==> src/rtl/msx_bus_pkg.sv <==
// Shared types for the MSX cartridge bus cycle decoder: FSM states, the latched
// backend request, and the value DOUT rests at whenever the bus is released.
package msx_bus_pkg;

    typedef enum logic [2:0] {
        IDLE,
        REQ,
        RESP,
        DRIVE,
        DONE
    } state_t;

    localparam logic [7:0] DOUT_IDLE = 8'hFF;

    typedef struct packed {
        logic        wr;
        logic        io;
        logic [15:0] addr;
        logic [7:0]  wdata;
    } req_t;

endpackage

==> src/rtl/msx_bus_wait_timer.sv <==
// Loadable saturating cycle counter; o_expire flags count == LIMIT-1, so a load
// followed by LIMIT enabled cycles spans exactly LIMIT cycles. No backpressure.
module msx_bus_wait_timer #(
    parameter int WIDTH = 7,
    parameter int LIMIT = 64
) (
    input  logic i_clk,
    input  logic i_rst_n,
    input  logic i_load,
    input  logic i_en,
    output logic o_expire
);

    logic [WIDTH-1:0] r_count;

    always_ff @(posedge i_clk or negedge i_rst_n) begin
        if (!i_rst_n) begin
            r_count <= '0;
        end else if (i_load) begin
            r_count <= '0;
        end else if (i_en && (r_count != '1)) begin
            r_count <= r_count + 1'b1;
        end
    end

    assign o_expire = (r_count >= WIDTH'(LIMIT - 1));

endmodule

==> src/rtl/msx_bus_cycle_decoder.sv <==
// Turns each qualified Z80 memory/I-O strobe into one valid/ready request; strobe->REQ_VALID 1 cycle,
// RSP_VALID->BUSDIR_n 1 cycle. REQ_VALID holds until REQ_READY; reads hold WAIT_n low meanwhile.
module msx_bus_cycle_decoder
    import msx_bus_pkg::*;
#(
    parameter int TIMEOUT_CYCLES = 64,
    parameter bit IO_ENABLE      = 1'b1
) (
    input  logic        CLK,
    input  logic        RESET_n,
    input  logic [15:0] ADDR,
    input  logic [7:0]  DIN,
    input  logic        SLTSL_n,
    input  logic        MERQ_n,
    input  logic        IORQ_n,
    input  logic        M1_n,
    input  logic        RFSH_n,
    input  logic        RD_n,
    input  logic        WR_n,
    output logic        REQ_VALID,
    input  logic        REQ_READY,
    output logic        REQ_WR,
    output logic        REQ_IO,
    output logic [15:0] REQ_ADDR,
    output logic [7:0]  REQ_WDATA,
    input  logic        RSP_VALID,
    input  logic        RSP_HIT,
    input  logic [7:0]  RSP_DATA,
    output logic [7:0]  DOUT,
    output logic        BUSDIR_n,
    output logic        WAIT_n,
    output logic        BUSY
);

    localparam int TW = $clog2(TIMEOUT_CYCLES) + 1;

    state_t     r_state;
    req_t       r_req;
    logic       r_valid;
    logic       r_abort;
    logic       r_busdir_n;
    logic       r_wait_n;
    logic [7:0] r_dout;

    logic w_mem;
    logic w_io;
    logic w_strobe;
    logic w_accept;
    logic w_expire;

    assign w_mem    = !MERQ_n && !SLTSL_n && RFSH_n;
    assign w_io     = IO_ENABLE && !IORQ_n && M1_n;
    assign w_strobe = !RD_n || !WR_n;
    assign w_accept = r_valid && REQ_READY;

    msx_bus_wait_timer #(
        .WIDTH (TW),
        .LIMIT (TIMEOUT_CYCLES)
    ) u_wait_timer (
        .i_clk    (CLK),
        .i_rst_n  (RESET_n),
        .i_load   ((r_state == REQ) && w_accept),
        .i_en     (r_state == RESP),
        .o_expire (w_expire)
    );

    always_ff @(posedge CLK or negedge RESET_n) begin
        if (!RESET_n) begin
            r_state    <= IDLE;
            r_req      <= '0;
            r_valid    <= 1'b0;
            r_abort    <= 1'b0;
            r_busdir_n <= 1'b1;
            r_wait_n   <= 1'b1;
            r_dout     <= DOUT_IDLE;
        end else begin
            case (r_state)
                IDLE: begin
                    if (w_strobe && (w_mem || w_io)) begin
                        r_req.wr   <= !WR_n;
                        r_req.io   <= !w_mem;
                        r_req.addr <= w_mem ? ADDR : {8'h00, ADDR[7:0]};
                        if (!WR_n) begin
                            r_req.wdata <= DIN;
                        end
                        r_valid  <= 1'b1;
                        r_abort  <= 1'b0;
                        r_wait_n <= !WR_n;
                        r_state  <= REQ;
                    end
                end
                REQ: begin
                    // A strobe that ends early frees the Z80 now; the request still has to drain.
                    if (!w_strobe) begin
                        r_abort  <= 1'b1;
                        r_wait_n <= 1'b1;
                    end
                    if (w_accept) begin
                        r_valid <= 1'b0;
                        if (r_req.wr || r_abort || !w_strobe) begin
                            r_wait_n <= 1'b1;
                            r_state  <= DONE;
                        end else begin
                            r_state <= RESP;
                        end
                    end
                end
                RESP: begin
                    if (w_strobe && RSP_VALID && RSP_HIT) begin
                        r_dout     <= RSP_DATA;
                        r_busdir_n <= 1'b0;
                        r_wait_n   <= 1'b1;
                        r_state    <= DRIVE;
                    end else if (!w_strobe || RSP_VALID || w_expire) begin
                        r_wait_n <= 1'b1;
                        r_state  <= DONE;
                    end
                end
                DRIVE: begin
                    if (RD_n) begin
                        r_busdir_n <= 1'b1;
                        r_dout     <= DOUT_IDLE;
                        r_state    <= DONE;
                    end
                end
                DONE: begin
                    if (RD_n && WR_n) begin
                        r_state <= IDLE;
                    end
                end
                default: begin
                    r_state <= IDLE;
                end
            endcase
        end
    end

    assign REQ_VALID = r_valid;
    assign REQ_WR    = r_req.wr;
    assign REQ_IO    = r_req.io;
    assign REQ_ADDR  = r_req.addr;
    assign REQ_WDATA = r_req.wdata;
    assign DOUT      = r_dout;
    assign BUSDIR_n  = r_busdir_n;
    assign WAIT_n    = r_wait_n;
    assign BUSY      = (r_state != IDLE);

endmodule

==> config.mk <==
export PLATFORM = sky130hd
export DESIGN_NAME = msx_bus_cycle_decoder
export DESIGN_NICKNAME = d
export VERILOG_FILES = /design/src/rtl/msx_bus_pkg.sv /design/src/rtl/msx_bus_wait_timer.sv /design/src/rtl/msx_bus_cycle_decoder.sv
export SDC_FILE = /design/constraint.sdc
export NUM_CORES = 1
export LEC_CHECK = 0
export CORE_ASPECT_RATIO = 0.9
export CORE_MARGIN = 1.5
export CORE_UTILIZATION = 48
export DETAILED_ROUTE_END_ITERATION = 6
export GPL_TIMING_DRIVEN = 0
export PLACE_DENSITY = 0.85
export SLEW_MARGIN = 5
export SYNTH_ARGS = -nofsm -noshare
export SYNTH_HDL_FRONTEND = slang
export SYNTH_SLANG_ARGS = --single-unit
==> constraint.sdc <==
create_clock -name CLK -period 4.1 [get_ports CLK]
set_clock_uncertainty 0.05 [all_clocks]
set_input_delay 1.025 -clock CLK [delete_from_list [all_inputs] [get_ports CLK]]
set_output_delay 1.025 -clock CLK [all_outputs]
set_load 0.02 [all_outputs]
==> flow_metrics.tcl <==
set metrics [dict create \
    postCtsSetupBuffers 0 \
    tightest_slew_ps 802 \
    synth_area_um2 2290 \
    hold_depth 2 \
    ctsResizeCount 0 \
    leakagePower_nw 1.38 \
    tns_ps 0 \
    cpLargestDelayFamily "buffers and inverters" \
    vias 1961 \
    cts.sinks 48 \
    worstPathArrival_ps 1720 \
    n_antenna_cell 0 \
    yosysTopAreaCell "dfrtp_1" \
    htree_levels 2 \
    finalCritPeriodShare_pct 68.3 \
    p_comb_share_pct 9.2 \
    ys_warn_count 0 \
    first_pass_iters 4 \
    synth_top_area_share_pct 41.4 \
    cts_buffers 5 \
    post-place-cells 360 \
    synth_area_leaders "dfrtp_1, dfstp_2, mux2_2, a21oi_1, mux2_4" \
    ys_seq_elements 48 \
    syn_area_per_cell_um2 10.6 \
    grt_pass1_vias 1961 \
    io_pins 82 \
    worstSkewPairLatency_ps 300 \
    r2r.worst_path.cells 5 \
    path_depth 4 \
    critical_path.endpoint_type "output port" \
    num_rows 23 \
    gr-total-overflow 0 \
    status "complete, no violations" \
    ir_drop_v 0.000226 \
    fin_util_pct 73.2 \
    synthToLayoutAreaGrowth_pct 44.2 \
    worst-setup-path-type "flip-flop to output port" \
    pwr-share-seq_pct 52.9 \
    pwr_density_cell_nw_per_um2 274 \
    p_int_uw 708 \
    async_reset_ff_share_pct 100 \
    synth_top_flop_cell "dfrtp_1" \
    max_stage_delay_ps 540 \
    gp_congestion 0.890 \
    fin_crit_ps 2800 \
    wl_met3_um 446 \
    cts.clk_slew.worst_paths_ps 90 \
    required_ps 3020 \
    clockRootBuffer "clkbuf_8" \
    ys_types 42 \
    startpoint_type "flip-flop" \
    drtAntennaViolNets 0 \
    slew_headroom_pct 46.0 \
    clock.fmax_mhz 357 \
    drc 0 \
    slowest_stage "clkdlybuf4s50_1" \
    instances_no_fill 368 \
    worstHoldPathType "flip-flop to flip-flop" \
    drt-total-wl_mm 5.61 \
    die_w_um 75.9 \
    hpwl_mm 4.08 \
    power_switching_uw 197 \
    grt_pass1_wl_mm 9.16 \
    viasPerCell 5.33 \
    critical_path.cell_chain "buf_6 -> nor3_4 -> inv_2 -> clkdlybuf4s50_1" \
    floorplan.initialDensity_pct 50.8 \
    die_height_um 68.6 \
    nets 350 \
    rsz0062_at_grt "no" \
    wl_met2_mm 2.68 \
    hold_viol 0 \
    switching_share_pct 21.8 \
    setup_ws_ps 1300 \
    grt_max_degree 26 \
    io_buffer_count 81 \
    holdWs_ps 443 \
    drt_first_iter_violations 124 \
    clockPowerShare_pct 37.9 \
    crit_fanout 8 \
    drv_slew 0 \
    core_um2 4520 \
    ys_seq_area_share_pct 52.9 \
    drive_above_1_share_pct 17.3 \
    cts_tree "done" \
    cts_hold_buf 0 \
    top_layer "met4" \
    synth_enable_flop_cells 0 \
    routedWlPerCell_um 15.2 \
    antenna_found_initial 0 \
    dp_slack_ps 1020 \
    drv_cap 0 \
    grt_use_total_pct 23.6 \
    finalSetupViolCount 0 \
    dieArea_um2 5200 \
    syn-num-nets 261 \
    wl_met1_mm 2.44 \
    syn_inst 216 \
    crit_buf_inv 3 \
    cts_buffer_depth 2 \
]
-- metrics by stage --
stage,total power [mW],instance area [um2]
finish,0.905,3310
floorplan,0.506,2290
global placement,0.568,3180
detailed placement,0.571,3200
CTS,0.909,3310
global route,0.937,3310
-- worst reg2reg max path, cell delays in order (launching register included) --
cell and delay [ps]:
dfrtp_1 430, ha_1 260, inv_1 80, o31ai_1 700, o21ai_0 200, a21oi_1 170
-- final timing paths --
check | start | endpoint | slack, ps
setup / recovery | r_state[0] | BUSY | 1300
hold / removal | REQ_ADDR[10] | REQ_ADDR[10] | 440
setup reg to reg | u_wait_timer.r_count[0] | u_wait_timer.r_count[4] | 2140
hold reg to reg | REQ_ADDR[10] | REQ_ADDR[10] | 440
max in group asynchronous | RESET_n | DOUT[0] | 2740
min in group asynchronous | RESET_n | REQ_ADDR[6] | 650
-- area by class of cell --
cell class	count	area, um2
multi-input combinational	153	1000
clock buffer	5	68.8
tap	62	77.6
sequential	48	1210
inverter	3	11.3
fill	338	1210
clock inverter	3	42.5
timing repair buffer	82	826
buffer	12	70.1
-- per-layer routing --
metal  vias to the layer above  GRT usage [%]
met3                         6           8.43
met4                         0           5.13
met1                       923           32.2
met2                        70           36.2
met5                         -              0
li1                        962              -
-- sequential cells by signal, indices dropped and copies added (netlist names), 3 cells and up --
name and cells:
DOUT 8, REQ_WDATA 8, r_state 3, REQ_ADDR 16
u_wait_timer.r_count 7
-- power groups by stage --
stage                     registers [mW]  logic (mW)  clock network (mW)
after floorplan                    0.492      0.0144                   0
after global placement             0.488      0.0804                   0
after detailed placement           0.488      0.0836                   0
after CTS                          0.479      0.0842               0.346
after global routing               0.480      0.0913               0.365
final                              0.479      0.0833               0.343
-- synth_stat cells, types with 2 or more instances --
master,instances
buf_6,2
dfrtp_1,38
nor3_1,2
clkbuf_1,6
mux2_4,8
buf_4,2
nor2_1,15
a21oi_1,24
nand4_1,3
o21ai_0,15
inv_1,2
buf_2,2
nand3_1,8
o31ai_1,2
dfstp_2,10
nand2_1,27
o21a_1,2
a31oi_1,8
o2111ai_1,2
nor2b_1,2
o211ai_1,2
or3_1,4
mux2_2,11
-- kinds of logic (layout without fill, tap and decap cells) --
family	count (synthesis)	after routing	share of synthesized area (%)
AND/OR/NAND/NOR	71	71	16.0
AO/OA/AOI/OAI	61	61	16.0
flip-flops	48	48	52.9
multiplexers	19	19	10.6
buffers and inverters	15	105	3.54
adder cells (fa/ha/maj)	1	1	0.545
XOR/XNOR	1	1	0.382
-- placed cells by master (no fill, tap or decap), types with 6 or more instances in the layout --
cell and instances:
a21oi_1 24, a31oi_1 8, clkbuf_1 6, clkdlybuf4s50_1 80, dfrtp_1 38, dfstp_2 10, mux2_2 11, mux2_4 8
nand2_1 27, nand3_1 8, nor2_1 15, o21ai_0 15
Power figures use the tool's default switching activity.
